File: config.mk
export PLATFORM = sky130hd
export DESIGN_NAME = mem_bus_arbiter
export DESIGN_NICKNAME = d
export VERILOG_FILES = /design/src/rtl/mem_bus_arbiter.sv
export SDC_FILE = /design/constraint.sdc
export NUM_CORES = 1
export LEC_CHECK = 0
export CORE_AREA = 10 10 158 160
export CTS_CLUSTER_DIAMETER = 60
export DETAILED_ROUTE_END_ITERATION = 10
export DIE_AREA = 0 0 168 170
export HOLD_SLACK_MARGIN = 0.05
export PLACE_DENSITY = 0.78
export SLEW_MARGIN = 30
export SYNTH_ARGS = -nofsm -noshare
export SYNTH_HDL_FRONTEND = slang
export SYNTH_SLANG_ARGS = --single-unit
export TNS_END_PERCENT = 10
File: constraint.sdc
create_clock -name clk -period 2 [get_ports clk]
set_input_delay 0.4 -clock clk [delete_from_list [all_inputs] [get_ports clk]]
set_output_delay 0.4 -clock clk [all_outputs]
set_load 0.02 [all_outputs]
File: src/rtl/mem_bus_arbiter.sv
// Two-master round-robin data-bus controller for the rv32 RAM, ROM port B and peripheral window.
// One transaction in flight; every grant produces exactly one response pulse to its owner.
module mem_bus_arbiter #(
    parameter int unsigned     XLEN     = 32,
    parameter logic [XLEN-1:0] ROM_BASE = 32'h0000_0000,
    parameter int unsigned     ROM_AW   = 18,
    parameter logic [XLEN-1:0] RAM_BASE = 32'h1000_0000,
    parameter int unsigned     RAM_AW   = 17,
    parameter logic [XLEN-1:0] PER_BASE = 32'h2000_0000,
    parameter int unsigned     PER_AW   = 12,
    parameter int unsigned     TIMEOUT  = 255
) (
    input  logic                clk,
    input  logic                rst,
    input  logic                m0_req,
    input  logic                m0_we,
    input  logic [XLEN-1:0]     m0_addr,
    input  logic [XLEN/8-1:0]   m0_byteen,
    input  logic [XLEN-1:0]     m0_wdata,
    output logic                m0_gnt,
    output logic                m0_rvalid,
    output logic [XLEN-1:0]     m0_rdata,
    output logic                m0_err,
    input  logic                m1_req,
    input  logic                m1_we,
    input  logic [XLEN-1:0]     m1_addr,
    input  logic [XLEN/8-1:0]   m1_byteen,
    input  logic [XLEN-1:0]     m1_wdata,
    output logic                m1_gnt,
    output logic                m1_rvalid,
    output logic [XLEN-1:0]     m1_rdata,
    output logic                m1_err,
    output logic [RAM_AW-3:0]   ram_addr,
    output logic                ram_we,
    output logic [XLEN/8-1:0]   ram_byteen,
    output logic [XLEN-1:0]     ram_wdata,
    input  logic [XLEN-1:0]     ram_rdata,
    output logic [ROM_AW-3:0]   rom_addr,
    output logic                rom_rden,
    input  logic [XLEN-1:0]     rom_rdata,
    output logic                per_req,
    output logic                per_we,
    output logic [PER_AW-1:0]   per_addr,
    output logic [XLEN/8-1:0]   per_byteen,
    output logic [XLEN-1:0]     per_wdata,
    input  logic                per_ready,
    input  logic [XLEN-1:0]     per_rdata
);

    localparam int unsigned BW = XLEN / 8;

    typedef enum logic [1:0] {IDLE, RESP, PWAIT} state_t;
    typedef enum logic [1:0] {TGT_NONE, TGT_RAM, TGT_ROM, TGT_PER} tgt_t;

    state_t            state_q, state_d;
    tgt_t              tgt_q, tgt_d;
    logic              last_q, last_d;
    logic              owner_q, owner_d;
    logic              err_q, err_d;
    logic [7:0]        cnt_q, cnt_d;
    logic [PER_AW-1:0] per_addr_q, per_addr_d;
    logic              per_we_q, per_we_d;
    logic [BW-1:0]     per_byteen_q, per_byteen_d;
    logic [XLEN-1:0]   per_wdata_q, per_wdata_d;
    logic [XLEN-1:0]   per_rdata_q, per_rdata_d;

    logic              sel, any_req;
    logic              s_we;
    logic [XLEN-1:0]   s_addr, s_wdata;
    logic [BW-1:0]     s_byteen;
    logic              hit_ram, hit_rom, hit_per, acc_err;
    logic              gnt_any, in_resp;
    logic [XLEN-1:0]   resp_data;

    // On a tie the master that did not win last time goes first.
    always_comb begin
        any_req  = m0_req | m1_req;
        sel      = (m0_req && m1_req) ? ~last_q : m1_req;
        s_we     = sel ? m1_we     : m0_we;
        s_addr   = sel ? m1_addr   : m0_addr;
        s_byteen = sel ? m1_byteen : m0_byteen;
        s_wdata  = sel ? m1_wdata  : m0_wdata;
        hit_ram  = s_addr[XLEN-1:RAM_AW] == RAM_BASE[XLEN-1:RAM_AW];
        hit_rom  = s_addr[XLEN-1:ROM_AW] == ROM_BASE[XLEN-1:ROM_AW];
        hit_per  = s_addr[XLEN-1:PER_AW] == PER_BASE[XLEN-1:PER_AW];
        acc_err  = (s_addr[1:0] != 2'b00) || !(hit_ram || hit_rom || hit_per)
                || (hit_rom && !hit_ram && s_we) || (s_we && s_byteen == '0);
    end

    always_comb begin
        state_d      = state_q;
        tgt_d        = tgt_q;
        last_d       = last_q;
        owner_d      = owner_q;
        err_d        = err_q;
        cnt_d        = cnt_q;
        per_addr_d   = per_addr_q;
        per_we_d     = per_we_q;
        per_byteen_d = per_byteen_q;
        per_wdata_d  = per_wdata_q;
        per_rdata_d  = per_rdata_q;
        gnt_any      = 1'b0;
        ram_we       = 1'b0;
        rom_rden     = 1'b0;
        ram_addr     = s_addr[RAM_AW-1:2];
        rom_addr     = s_addr[ROM_AW-1:2];
        ram_byteen   = s_byteen;
        ram_wdata    = s_wdata;

        unique case (state_q)
            IDLE: begin
                if (any_req && !rst) begin
                    gnt_any = 1'b1;
                    last_d  = sel;
                    owner_d = sel;
                    err_d   = acc_err;
                    tgt_d   = TGT_NONE;
                    state_d = RESP;
                    if (!acc_err) begin
                        if (hit_ram) begin
                            ram_we = s_we;
                            if (!s_we) tgt_d = TGT_RAM;
                        end else if (hit_rom) begin
                            rom_rden = 1'b1;
                            tgt_d    = TGT_ROM;
                        end else begin
                            per_addr_d   = s_addr[PER_AW-1:0];
                            per_we_d     = s_we;
                            per_byteen_d = s_byteen;
                            per_wdata_d  = s_wdata;
                            cnt_d        = '0;
                            state_d      = PWAIT;
                        end
                    end
                end
            end
            RESP: state_d = IDLE;
            PWAIT: begin
                if (per_ready) begin
                    if (!per_we_q) begin
                        per_rdata_d = per_rdata;
                        tgt_d       = TGT_PER;
                    end
                    cnt_d   = '0;
                    state_d = RESP;
                end else if (cnt_q == 8'(TIMEOUT - 1)) begin
                    err_d   = 1'b1;
                    cnt_d   = '0;
                    state_d = RESP;
                end else begin
                    cnt_d = cnt_q + 8'd1;
                end
            end
            default: state_d = IDLE;
        endcase
    end

    always_ff @(posedge clk) begin
        if (rst) begin
            state_q      <= IDLE;
            tgt_q        <= TGT_NONE;
            last_q       <= 1'b1;
            owner_q      <= 1'b0;
            err_q        <= 1'b0;
            cnt_q        <= '0;
            per_addr_q   <= '0;
            per_we_q     <= 1'b0;
            per_byteen_q <= '0;
            per_wdata_q  <= '0;
            per_rdata_q  <= '0;
        end else begin
            state_q      <= state_d;
            tgt_q        <= tgt_d;
            last_q       <= last_d;
            owner_q      <= owner_d;
            err_q        <= err_d;
            cnt_q        <= cnt_d;
            per_addr_q   <= per_addr_d;
            per_we_q     <= per_we_d;
            per_byteen_q <= per_byteen_d;
            per_wdata_q  <= per_wdata_d;
            per_rdata_q  <= per_rdata_d;
        end
    end

    // Slave read data arrives one cycle after its strobe, i.e. during RESP.
    always_comb begin
        unique case (tgt_q)
            TGT_RAM: resp_data = ram_rdata;
            TGT_ROM: resp_data = rom_rdata;
            TGT_PER: resp_data = per_rdata_q;
            default: resp_data = '0;
        endcase
    end

    assign in_resp    = (state_q == RESP);
    assign m0_gnt     = gnt_any && !sel;
    assign m1_gnt     = gnt_any && sel;
    assign m0_rvalid  = in_resp && !owner_q;
    assign m1_rvalid  = in_resp && owner_q;
    assign m0_err     = m0_rvalid && err_q;
    assign m1_err     = m1_rvalid && err_q;
    assign m0_rdata   = m0_rvalid ? resp_data : '0;
    assign m1_rdata   = m1_rvalid ? resp_data : '0;

    assign per_req    = (state_q == PWAIT);
    assign per_we     = per_we_q;
    assign per_addr   = per_addr_q;
    assign per_byteen = per_byteen_q;
    assign per_wdata  = per_wdata_q;

endmodule

==> results of run 1 <==
area by class of cell:
type	instances	share of cell area (%)
antenna	3	0.0614
clock buffer	11	1.98
clock inverter	5	0.726
inverter	9	0.276
multi-input combinational	593	32.8
sequential	96	15.8
tap	280	2.86
timing repair buffer	570	45.5
logic make-up (layout without fill, tap and decap cells):
logic type / Yosys count / after routing / share of synthesized area (%)
multiplexers: 80 / 80 / 15.5
flip-flops: 96 / 96 / 33.3
buffers and inverters: 95 / 595 / 8.28
AO/OA/AOI/OAI: 99 / 99 / 11.4
other: 0 / 3 / 0
adder cells (fa/ha/maj): 2 / 2 / 0.433
AND/OR/NAND/NOR: 412 / 412 / 31.0
layout by cell type, fill, tap and decap left out, types with 4 or more instances in the layout:
cell type | synthesis | final
nand2_2 | 0 | 49
mux2_2 | 75 | 68
or4_4 | 0 | 4
o21ai_0 | 4 | 4
clkbuf_16 | 0 | 14
dlymetal6s2s_1 | 0 | 8
inv_1 | 9 | 8
a21oi_1 | 42 | 39
nor4_2 | 0 | 7
buf_4 | 31 | 137
mux2_4 | 0 | 9
o31ai_1 | 4 | 4
nand2_4 | 0 | 9
clkdlybuf4s50_1 | 0 | 260
a211oi_2 | 1 | 4
nand3b_1 | 4 | 4
buf_6 | 0 | 81
dfxtp_1 | 96 | 92
nand2_1 | 232 | 174
a22oi_2 | 0 | 32
nor2_1 | 91 | 84
nor2b_1 | 45 | 44
dlygate4sd2_1 | 0 | 18
nor2_4 | 0 | 4
buf_8 | 0 | 5
buf_12 | 0 | 17
nand4_1 | 7 | 7
buf_2 | 4 | 35
per-layer routing:
metal  global-route usage, %  vias up  share of wire [%]
met5                       0        -                  0
met3                    9.12       38                 11
met1                    20.2     3541                 36
met2                    34.3      355                 51
met4                    7.53        0                2.7
li1                        -     3582                  -
state kept, by name, summed over array words and instances (netlist names):
register and flops:
per_we 1, err_q 1, per_addr 12, per_byteen 4
per_rdata_q 32, last_q 1, tgt_q 2, per_wdata 32
cnt_q 8, state_q 2, owner_q 1
how the worst min path moves through the flow:
stage / from / endpoint / depth (start not counted)
floorplan: per_rdata_q[0] / per_rdata_q[0] / 2
global placement: per_rdata_q[8] / per_rdata_q[8] / 2
detailed placement: per_rdata_q[17] / per_rdata_q[17] / 2
CTS: per_rdata_q[24] / per_rdata_q[24] / 2
global route: per_rdata_q[17] / per_rdata_q[17] / 2
finish: per_rdata_q[14] / per_rdata_q[14] / 2
where the power goes:
| part | total, mW | internal [mW] | switching [mW] |
|---|---|---|---|
| Clock | 1.96 | 1.15 | 0.809 |
| Sequential | 1.92 | 1.91 | 0.00378 |
| Combinational | 1.73 | 0.950 | 0.777 |
| Total | 5.60 | 4.01 | 1.59 |
worst max-delay path, cell delays in order:
cell	delay (ns)
clkdlybuf4s50_1	0.42
nor4_2	0.29
nand4_1	0.19
a21oi_2	0.22
a21boi_2	0.22
and3_4	0.20
buf_6	0.11
what timing repair did:
action                                  CTS  global route
endpoints found under the setup margin  200           197
pin swaps                                31            40
endpoints found under the hold margin     0             0
buffers inserted                         20            31
cloned                                    3             7
resized for setup                       773           115
stage by stage:
step	util (%)	hold slack, ns	worst slack, ns	power, mW	cell area [um^2]
6_report	56.4	0.454	-0.474	5.60	12200
5_1_grt	56.4	0.473	-0.591	5.80	12200
4_1_cts	53.4	0.456	-0.410	5.57	11600
3_5_place_dp	49.8	0.445	-1.18	3.43	10800
3_3_place_gp	49.8	0.439	-1.42	3.42	10800
2_1_floorplan	-	0.433	-0.146	2.51	5820
==> qor.csv, run 1 <==
stage,metric,value,unit
pwr,static-leakage-power,5.20,nW
clock_network,h-tree-depth,3,
synth,synthesis.area_per_instance,7.36,um^2
global_routing,first_pass_grt_wire_length,44400,um
floorplan,num_rows,54,
finish,synthToLayoutAreaGrowth,112,%
sta,timing.max_slew.rel_slack,55.1,%
sta,worst_pin_slew,0.673,ns
placed_design,port-buffer-count,427,
worst_setup_path,critPathLaunchType,input port,
synth,synth_enable_flop_cells,0,
synth,synthDominantCellAreaShare,33.3,%
global_routing,grt_max_degree,60,
synth,ys_async_sr_fraction,0,%
clock_network,numCtsBuffers,9,
placed_design,sum_of_net_half_perimeters_after_detailed_placement,24200,um
synth,synth.most_common_cell,nand2_1,
sta,final_hold_viol_count,0,
finish,fillerInstances,1837,
finish,layout.area.seq,1930,um^2
worst_setup_path,worstReg2RegEnd,per_addr[11],
global_routing,grt_pass1_vias,7704,
finish,multi_input_comb_area,4010,um^2
route,wl,32500,um
floorplan,area_enclosed_by_the_die_boundary,28600,um^2
route,drt_drc_violations_left,0,
worst_setup_path,signal_arrival_time_at_the_worst_endpoint,2.07,ns
route,detailroute.via_count,7516,
floorplan,core_footprint,21700,um^2
global_routing,globalRouteTotalUtil,19.6,%
finish,nets,1520,
synth,yosysSeqAreaShare,33.3,%
synth,synthesis.yosys.warnings,0,
sta,fin_crit_sh,124,%
worst_setup_path,sort_of_element_at_the_end_of_the_critical_path,output port,
sta,finClkSkew,0.0105,ns
synth,list_of_most_frequent_post_synthesis_cells,"nand2_1 (232), dfxtp_1 (96), nor2_1 (91), mux2_2 (75), clkbuf_1 (51)",
global_routing,number_of_antenna_violations_at_the_first_check_in_global_routing,3,
clock_network,clock-root-buffer,clkbuf_16,
synth,netlist_area,5770,um^2
pwr,vdd.ir_drop.worst,0.449,mV
floorplan,io_pins,428,
synth,ys_ff_latch,96,
flow_run,max_cap_viol_count,0,
clock_network,clk_pin_slew,0.07,ns
status,outcome,finished with violations,
clock_network,cts_num_sinks,96,
worst_setup_path,critical_path_required,1.60,ns
placed_design,placedCellCount,1490,
sta,final.min_clock_period,2.47,ns
floorplan,die_height,170,um
route,antenna_violating_nets_post_route,0,
sta,rsz_0062_raised_after_global_routing,yes,
synth,synth_top_cells_by_area,"dfxtp_1 (33%), nand2_1 (15%), mux2_2 (15%)",
clock_network,cts_tree,built,
worst_setup_path,criticalPathCategory,input port to output port,
sta,report.final.slew_viol_count,0,
synth,synthCells,784,
route,detail_route.iter0.violations,384,
global_routing,grt_remaining_overflow,0,
floorplan,die_width,168,um
worst_setup_path,startpoint,m1_addr[26],
worst_setup_path,worst-path-max-fanout,2,
floorplan,start_util,26.6,%
pwr,power_per_cell_area,458,nW/um^2
route,post_drt_via_cell_ratio,4.80,
sta,setup_violations,192,
status,failed_checks,setup timing,
synth,ys_types,40,
clock_network,clkLatencyLatePin,0.34,ns
worst_setup_path,setup.reg_to_reg.worst_slack,-0.37,ns
min_path,worstHoldPathType,flip-flop to flip-flop,
finish,stdcell_count,1567,
synth,synth_nets,1025,
finish,post_route_cells_drive_above_1_share,40.0,%
route,drt_pass1_iterations,4,
placed_design,gp_congestion,0.896,
route,post_drt_wl_per_cell,20.7,um
clock_network,number_of_buffers_on_the_longest_clock_path,2,
clock_network,cts_hold_repair.buffers,0,
worst_setup_path,worst_r2r_startpoint,last_q,
sta,fmax,0.404,GHz
synth,synth_flop_cell,dfxtp_1,
sta,final.setup.tns,-41.47,ns
sta,fin_ws,-0.474,ns
synth,netlist.top_cell.by_area,dfxtp_1,
worst_setup_path,reg2regPathDepth,11,
worst_setup_path,setup.worst_path.end,ram_we,
Power figures use the tool's default switching activity.
==> run 2, diff against run 1 <==
--- a/config.mk
+++ b/config.mk
@@ -5,12 +5,13 @@
 export SDC_FILE = /design/constraint.sdc
 export NUM_CORES = 1
 export LEC_CHECK = 0
-export CORE_AREA = 10 10 158 160
+export CORE_AREA = 2 2 169 171
 export CTS_CLUSTER_DIAMETER = 60
 export DETAILED_ROUTE_END_ITERATION = 10
-export DIE_AREA = 0 0 168 170
+export DIE_AREA = 0 0 171 173
 export HOLD_SLACK_MARGIN = 0.05
-export PLACE_DENSITY = 0.78
+export PLACE_DENSITY = 0.66
+export SKIP_CTS_REPAIR_TIMING = 1
 export SLEW_MARGIN = 30
 export SYNTH_ARGS = -nofsm -noshare
 export SYNTH_HDL_FRONTEND = slang
==> run 2 against run 1 <==
  * Critical path type unchanged
  * Setup slack improved by 0.11 ns
  * First-iteration DRC count is 16% lower
  * The flow still finishes with violations (setup timing)
  * Utilization fell by 14 points
  * Design area is 3.5% lower
  * Largest cell class unchanged
  * Clock skew up 0.0014 ns
==> qor.csv, run 2 (same netlist as run 1, synthesis figures left out) <==
stage,metric,value,unit
sta,fmax,0.423,GHz
global_routing,first_pass_grt_wire_length,38300,um
worst_setup_path,signal_arrival_time_at_the_worst_endpoint,1.97,ns
worst_setup_path,worst-path-max-fanout,2,
worst_setup_path,startpoint,m0_addr[21],
floorplan,die_width,171,um
route,detailroute.via_count,7009,
finish,post_route_cells_drive_above_1_share,35.6,%
sta,final_hold_viol_count,0,
pwr,vdd.ir_drop.worst,0.279,mV
sta,setup_violations,181,
status,outcome,finished with violations,
worst_setup_path,critPathLaunchType,input port,
placed_design,gp_congestion,0.797,
clock_network,clkLatencyLatePin,0.35,ns
clock_network,h-tree-depth,3,
pwr,comb_power_share,31.7,%
floorplan,start_util,20.9,%
placed_design,placedCellCount,1580,
route,antenna_violating_nets_post_route,0,
placed_design,sum_of_net_half_perimeters_after_detailed_placement,21000,um
pwr,seq_power_share,36.7,%
global_routing,grt_max_degree,58,
floorplan,die_height,173,um
worst_setup_path,worst_r2r_startpoint,last_q,
clock_network,clk_pin_slew,0.07,ns
global_routing,number_of_antenna_violations_at_the_first_check_in_global_routing,6,
pwr,power_switching_share,29.9,%
sta,finClkSkew,0.0119,ns
sta,timing.max_slew.rel_slack,58.5,%
floorplan,area_enclosed_by_the_die_boundary,29600,um^2
sta,fin_worst_hold_slack,0.452,ns
floorplan,num_rows,61,
global_routing,grt_pass1_vias,6793,
floorplan,core_footprint,27600,um^2
finish,final_core_util,42.7,%
clock_network,clock-root-buffer,clkbuf_16,
clock_network,cts_tree,built,
sta,fin_crit_sh,118,%
route,drt_pass1_iterations,4,
pwr,p_switching,1.56,mW
pwr,share_clk_of_total_power,31.6,%
finish,layout_common_cells,"clkdlybuf4s50_1 (249), nand2_1 (184), buf_4 (104)",
global_routing,globalRouteTotalUtil,16.8,%
finish,nets,1470,
route,detail_route.iter0.violations,322,
worst_setup_path,sort_of_element_at_the_end_of_the_critical_path,output port,
sta,rsz_0062_raised_after_global_routing,yes,
sta,final.min_clock_period,2.37,ns
placed_design,dpl_worst_slack,-1.23,ns
floorplan,io_pins,428,
clock_network,numCtsBuffers,9,
sta,report.final.slew_viol_count,0,
route,post_drt_wl_per_cell,17.4,um
worst_setup_path,critical_path_required,1.60,ns
min_path,worstHoldPathType,flip-flop to flip-flop,
sta,worst_pin_slew,0.622,ns
flow_run,max_cap_viol_count,0,
route,wl,28000,um
sta,fin_ws,-0.365,ns
route,drt_drc_violations_left,0,
worst_setup_path,criticalPathCategory,input port to output port,
clock_network,cts_num_sinks,96,
clock_network,number_of_buffers_on_the_longest_clock_path,2,
pwr,static-leakage-power,5.24,nW
pwr,power_per_cell_area,443,nW/um^2
finish,synthToLayoutAreaGrowth,105,%
pwr,p_int,3.66,mW
finish,stdcell_count,1615,
min_path,worstHoldStart,per_rdata_q[14],
finish,mostFrequentLayoutCell,clkdlybuf4s50_1,
finish,fillerInstances,2772,
global_routing,grt_remaining_overflow,0,
status,failed_checks,setup timing,
route,post_drt_via_cell_ratio,4.34,
placed_design,port-buffer-count,427,
## run 2: final cells by class
class                           count  area [um^2]  share of cell area (%)
Sequential cell                    96         1930                    16.3
Clock buffer                       10          229                    1.94
Timing Repair Buffer              520         5090                    43.1
Multi-Input combinational cell    593         4020                    34.0
Tap cell                          378          473                    4.00
Antenna cell                        4         10.0                  0.0848
Clock inverter                      5         33.8                   0.286
Inverter                            9         33.8                   0.286
## run 2: metal layers
metal | up-vias | share of wire [%] | track usage [%]
met3 | 41 | 7.9 | 5.38
met5 | - | 0.11 | 0
li1 | 3468 | - | -
met4 | 4 | 2.9 | 5.33
met1 | 3193 | 38 | 18.3
met2 | 303 | 51 | 30.3
## run 2: worst max-delay path: stages
cell and delay (ns):
clkdlybuf4s50_1 0.44, nor4_2 0.23, nand4_1 0.19, a21oi_2 0.20, a21boi_2 0.21, and3_4 0.19
buf_6 0.11
## run 2: metrics by stage
stage / setup TNS [ns] / cell area, um^2 / total power, mW
after detailed placement: -139.25 / 10800 / 3.39
after CTS: -136.38 / 11000 / 5.09
after floorplan: -4.44 / 5820 / 2.51
final: -23.59 / 11800 / 5.23
after global routing: -37.18 / 11800 / 5.47
after global placement: -154.21 / 10800 / 3.38
## run 2: final timing paths
check | end | slack [ns] | cells past startpoint
setup / recovery | ram_we | -0.37 | 7
hold / removal | per_rdata_q[14] | 0.45 | 2
setup reg to reg | cnt_q[5] | -0.28 | 7
hold reg to reg | per_rdata_q[14] | 0.45 | 2
## run 2: power groups by stage
stage	logic (mW)	clock network, mW	registers [mW]
final	1.66	1.65	1.92
after global routing	1.74	1.81	1.92
after CTS	1.43	1.74	1.92
after detailed placement	1.43	0	1.96
after global placement	1.42	0	1.96
after floorplan	0.549	0	1.96
==> run 3, diff against run 2 <==
==> config.mk (replaced) <==
export PLATFORM = sky130hd
export DESIGN_NAME = mem_bus_arbiter
export DESIGN_NICKNAME = d
export VERILOG_FILES = /design/src/rtl/mem_bus_arbiter.sv
export SDC_FILE = /design/constraint.sdc
export NUM_CORES = 1
export LEC_CHECK = 0
export CORE_AREA = 2 2 166 168
export CTS_CLUSTER_DIAMETER = 60
export DETAILED_ROUTE_END_ITERATION = 10
export DIE_AREA = 0 0 168 170
export HOLD_SLACK_MARGIN = 0.05
export PLACE_DENSITY = 0.65
export SKIP_CTS_REPAIR_TIMING = 1
export SLEW_MARGIN = 20
export SYNTH_ARGS = -nofsm -noshare
export SYNTH_HDL_FRONTEND = slang
export SYNTH_SLANG_ARGS = --single-unit
export TNS_END_PERCENT = 10
==> constraint.sdc (replaced) <==
create_clock -name clk -period 2.3 [get_ports clk]
set_input_delay 0.46 -clock clk [delete_from_list [all_inputs] [get_ports clk]]
set_output_delay 0.46 -clock clk [all_outputs]
set_load 0.02 [all_outputs]
==> run 3 against run 2 <==
  * First-iteration DRC count fell by 14%
  * Largest power group unchanged
  * Cell count fell by 3.3%
  * Non-clock buffer count fell by 15
  * Setup slack gained 0.13 ns
  * Clock skew down 0.0010 ns
  * Critical path depth increased by 1
  * Critical path type unchanged
  * Combinational power fell by 25%
  * Sequential power shrank 13%
  * Critical endpoint unchanged
  * Utilization shrank 0.71 points
  * Clock-buffer cell count unchanged
  * Largest cell class unchanged
  * The run still ends with setup timing left
==> qor.csv, run 3 (same netlist as run 1, synthesis figures left out) <==
stage,metric,value,unit
sta,timing.max_slew.rel_slack,60.2,%
placed_design,port-buffer-count,427,
sta,finClkSkew,0.0109,ns
placed_design,sum_of_net_half_perimeters_after_detailed_placement,20100,um
floorplan,num_rows,60,
clock_network,number_of_buffers_on_the_longest_clock_path,2,
route,drt_pass1_iterations,5,
pwr,share_clk_of_total_power,35.6,%
sta,worst_pin_slew,0.596,ns
worst_setup_path,slowest_delay,0.44,ns
status,failed_checks,setup timing,
finish,post_route_cells_drive_above_1_share,28.4,%
route,detailroute.via_count,6957,
pwr,power_per_cell_area,403,nW/um^2
placed_design,dpl_worst_slack,-1.04,ns
placed_design,postPlaceCellArea,10700,um^2
worst_setup_path,sort_of_element_at_the_end_of_the_critical_path,output port,
placed_design,gp_congestion,0.815,
sta,report.final.slew_viol_count,0,
clock_network,cts_num_sinks,96,
worst_setup_path,timing.critical_path.cells,clkdlybuf4s50_1 -> nor4_2 -> nand2_1 -> a311oi_2 -> nor2_1 -> nor2_2 -> and3_2 -> buf_4,
route,detail_route.iter0.violations,277,
worst_setup_path,signal_arrival_time_at_the_worst_endpoint,2.08,ns
sta,final_hold_viol_count,0,
worst_setup_path,criticalPathCategory,input port to output port,
pwr,comb_power_share,27.4,%
sta,fin_crit_sh,110,%
finish,layout_common_cells,"clkdlybuf4s50_1 (257), nand2_1 (223), buf_4 (96)",
clock_network,numCtsBuffers,9,
route,antenna_violating_nets_post_route,0,
pwr,static-leakage-power,5.31,nW
sta,setup_violations,12,
flow_run,max_cap_viol_count,0,
worst_setup_path,crit_path_top_delay_cell,clkdlybuf4s50_1,
route,post_drt_wl_per_cell,16.9,um
finish,final_core_util,42.0,%
sta,fin_ws,-0.237,ns
global_routing,grt_pass1_vias,6659,
clock_network,cts_tree,built,
finish,synthToLayoutAreaGrowth,94.1,%
floorplan,core_footprint,26700,um^2
floorplan,io_pins,428,
floorplan,start_util,21.7,%
global_routing,first_pass_grt_wire_length,37600,um
min_path,worstHoldPathType,flip-flop to flip-flop,
finish,stdcell_area,11200,um^2
worst_setup_path,worst-path-max-fanout,2,
global_routing,globalRouteTotalUtil,16.8,%
status,outcome,finished with violations,
finish,nets,1455,
floorplan,die_height,170,um
worst_setup_path,critPathLaunchType,input port,
route,wl,26500,um
route,post_drt_via_cell_ratio,4.45,
clock_network,clkLatencyLatePin,0.35,ns
pwr,power_switching_share,29.4,%
global_routing,grt_remaining_overflow,0,
pwr,p_int,3.18,mW
pwr,vdd.ir_drop.worst,0.241,mV
floorplan,die_width,168,um
pwr,p_switching,1.33,mW
floorplan,area_enclosed_by_the_die_boundary,28600,um^2
clock_network,clk_pin_slew,0.08,ns
global_routing,grt_max_degree,53,
sta,fmax,0.394,GHz
finish,mostFrequentLayoutCell,clkdlybuf4s50_1,
sta,rsz_0062_raised_after_global_routing,yes,
clock_network,clock-root-buffer,clkbuf_16,
global_routing,number_of_antenna_violations_at_the_first_check_in_global_routing,3,
route,drt_drc_violations_left,0,
sta,final.min_clock_period,2.54,ns
worst_setup_path,critical_path_required,1.84,ns
clock_network,h-tree-depth,3,
pwr,seq_power_share,37.0,%
-- run 3: cell types whose count changed in the layout (fill, tap and decap cells not counted), sizes merged --
cell	change
buf	-83
clkbuf	+42
dlymetal6s2s	+18
clkdlybuf4s50	+8
diode	-2
inv	+2
bufinv	+1
clkinv	-1
clkinvlp	-1
-- run 3: cell type report --
type / count / area (um^2)
Antenna cell: 2 / 5.00
Clock buffer: 10 / 229
Clock inverter: 6 / 75.1
Fill cell: 2695 / 15400
Inverter: 9 / 33.8
Multi-Input combinational cell: 593 / 3680
Sequential cell: 96 / 1930
Tap cell: 341 / 427
Timing Repair Buffer: 505 / 4820
-- run 3: final timing paths --
kind | endpoint | depth (start not counted) | slack [ns] | start
setup / recovery | ram_we | 8 | -0.24 | m1_addr[13]
hold / removal | per_rdata_q[6] | 2 | 0.45 | per_rdata_q[6]
setup reg to reg | cnt_q[3] | 7 | -0.06 | last_q
hold reg to reg | per_rdata_q[6] | 2 | 0.45 | per_rdata_q[6]
-- run 3: critical path, delay by kind of cell --
kind | cells | cell delay (ns)
AOI/OAI and AO/OA | 1 | 0.27
and+or+nand+nor | 5 | 0.78
buffers and inverters | 2 | 0.58
-- run 3: per-stage QoR --
step                      total power, mW  hold slack, ns  std cells  setup TNS, ns
after floorplan                      2.18           0.433        784              0
after global placement               2.95           0.438       1540         -91.32
after detailed placement             2.95           0.443       1540         -91.71
after CTS                            4.60           0.456       1556         -84.59
after global routing                 4.72           0.474       1561          -5.61
final                                4.51           0.453       1562         -0.515
-- run 3: power by group through the flow --
stage          Combinational, mW  Sequential (mW)  Clock, mW
2_1_floorplan              0.472             1.71          0
3_3_place_gp                1.24             1.71          0
3_5_place_dp                1.25             1.71          0
4_1_cts                     1.25             1.67       1.68
5_1_grt                     1.31             1.67       1.74
6_report                    1.24             1.67       1.61
-- run 3: per-layer routing --
metal	part of all wire, %	vias to the layer above	global-route usage, %
met5	0.060	-	0
met4	2.0	2	4.57
met3	8.4	25	5.58
met2	49	294	29.9
met1	40	3188	19.2
li1	-	3448	-
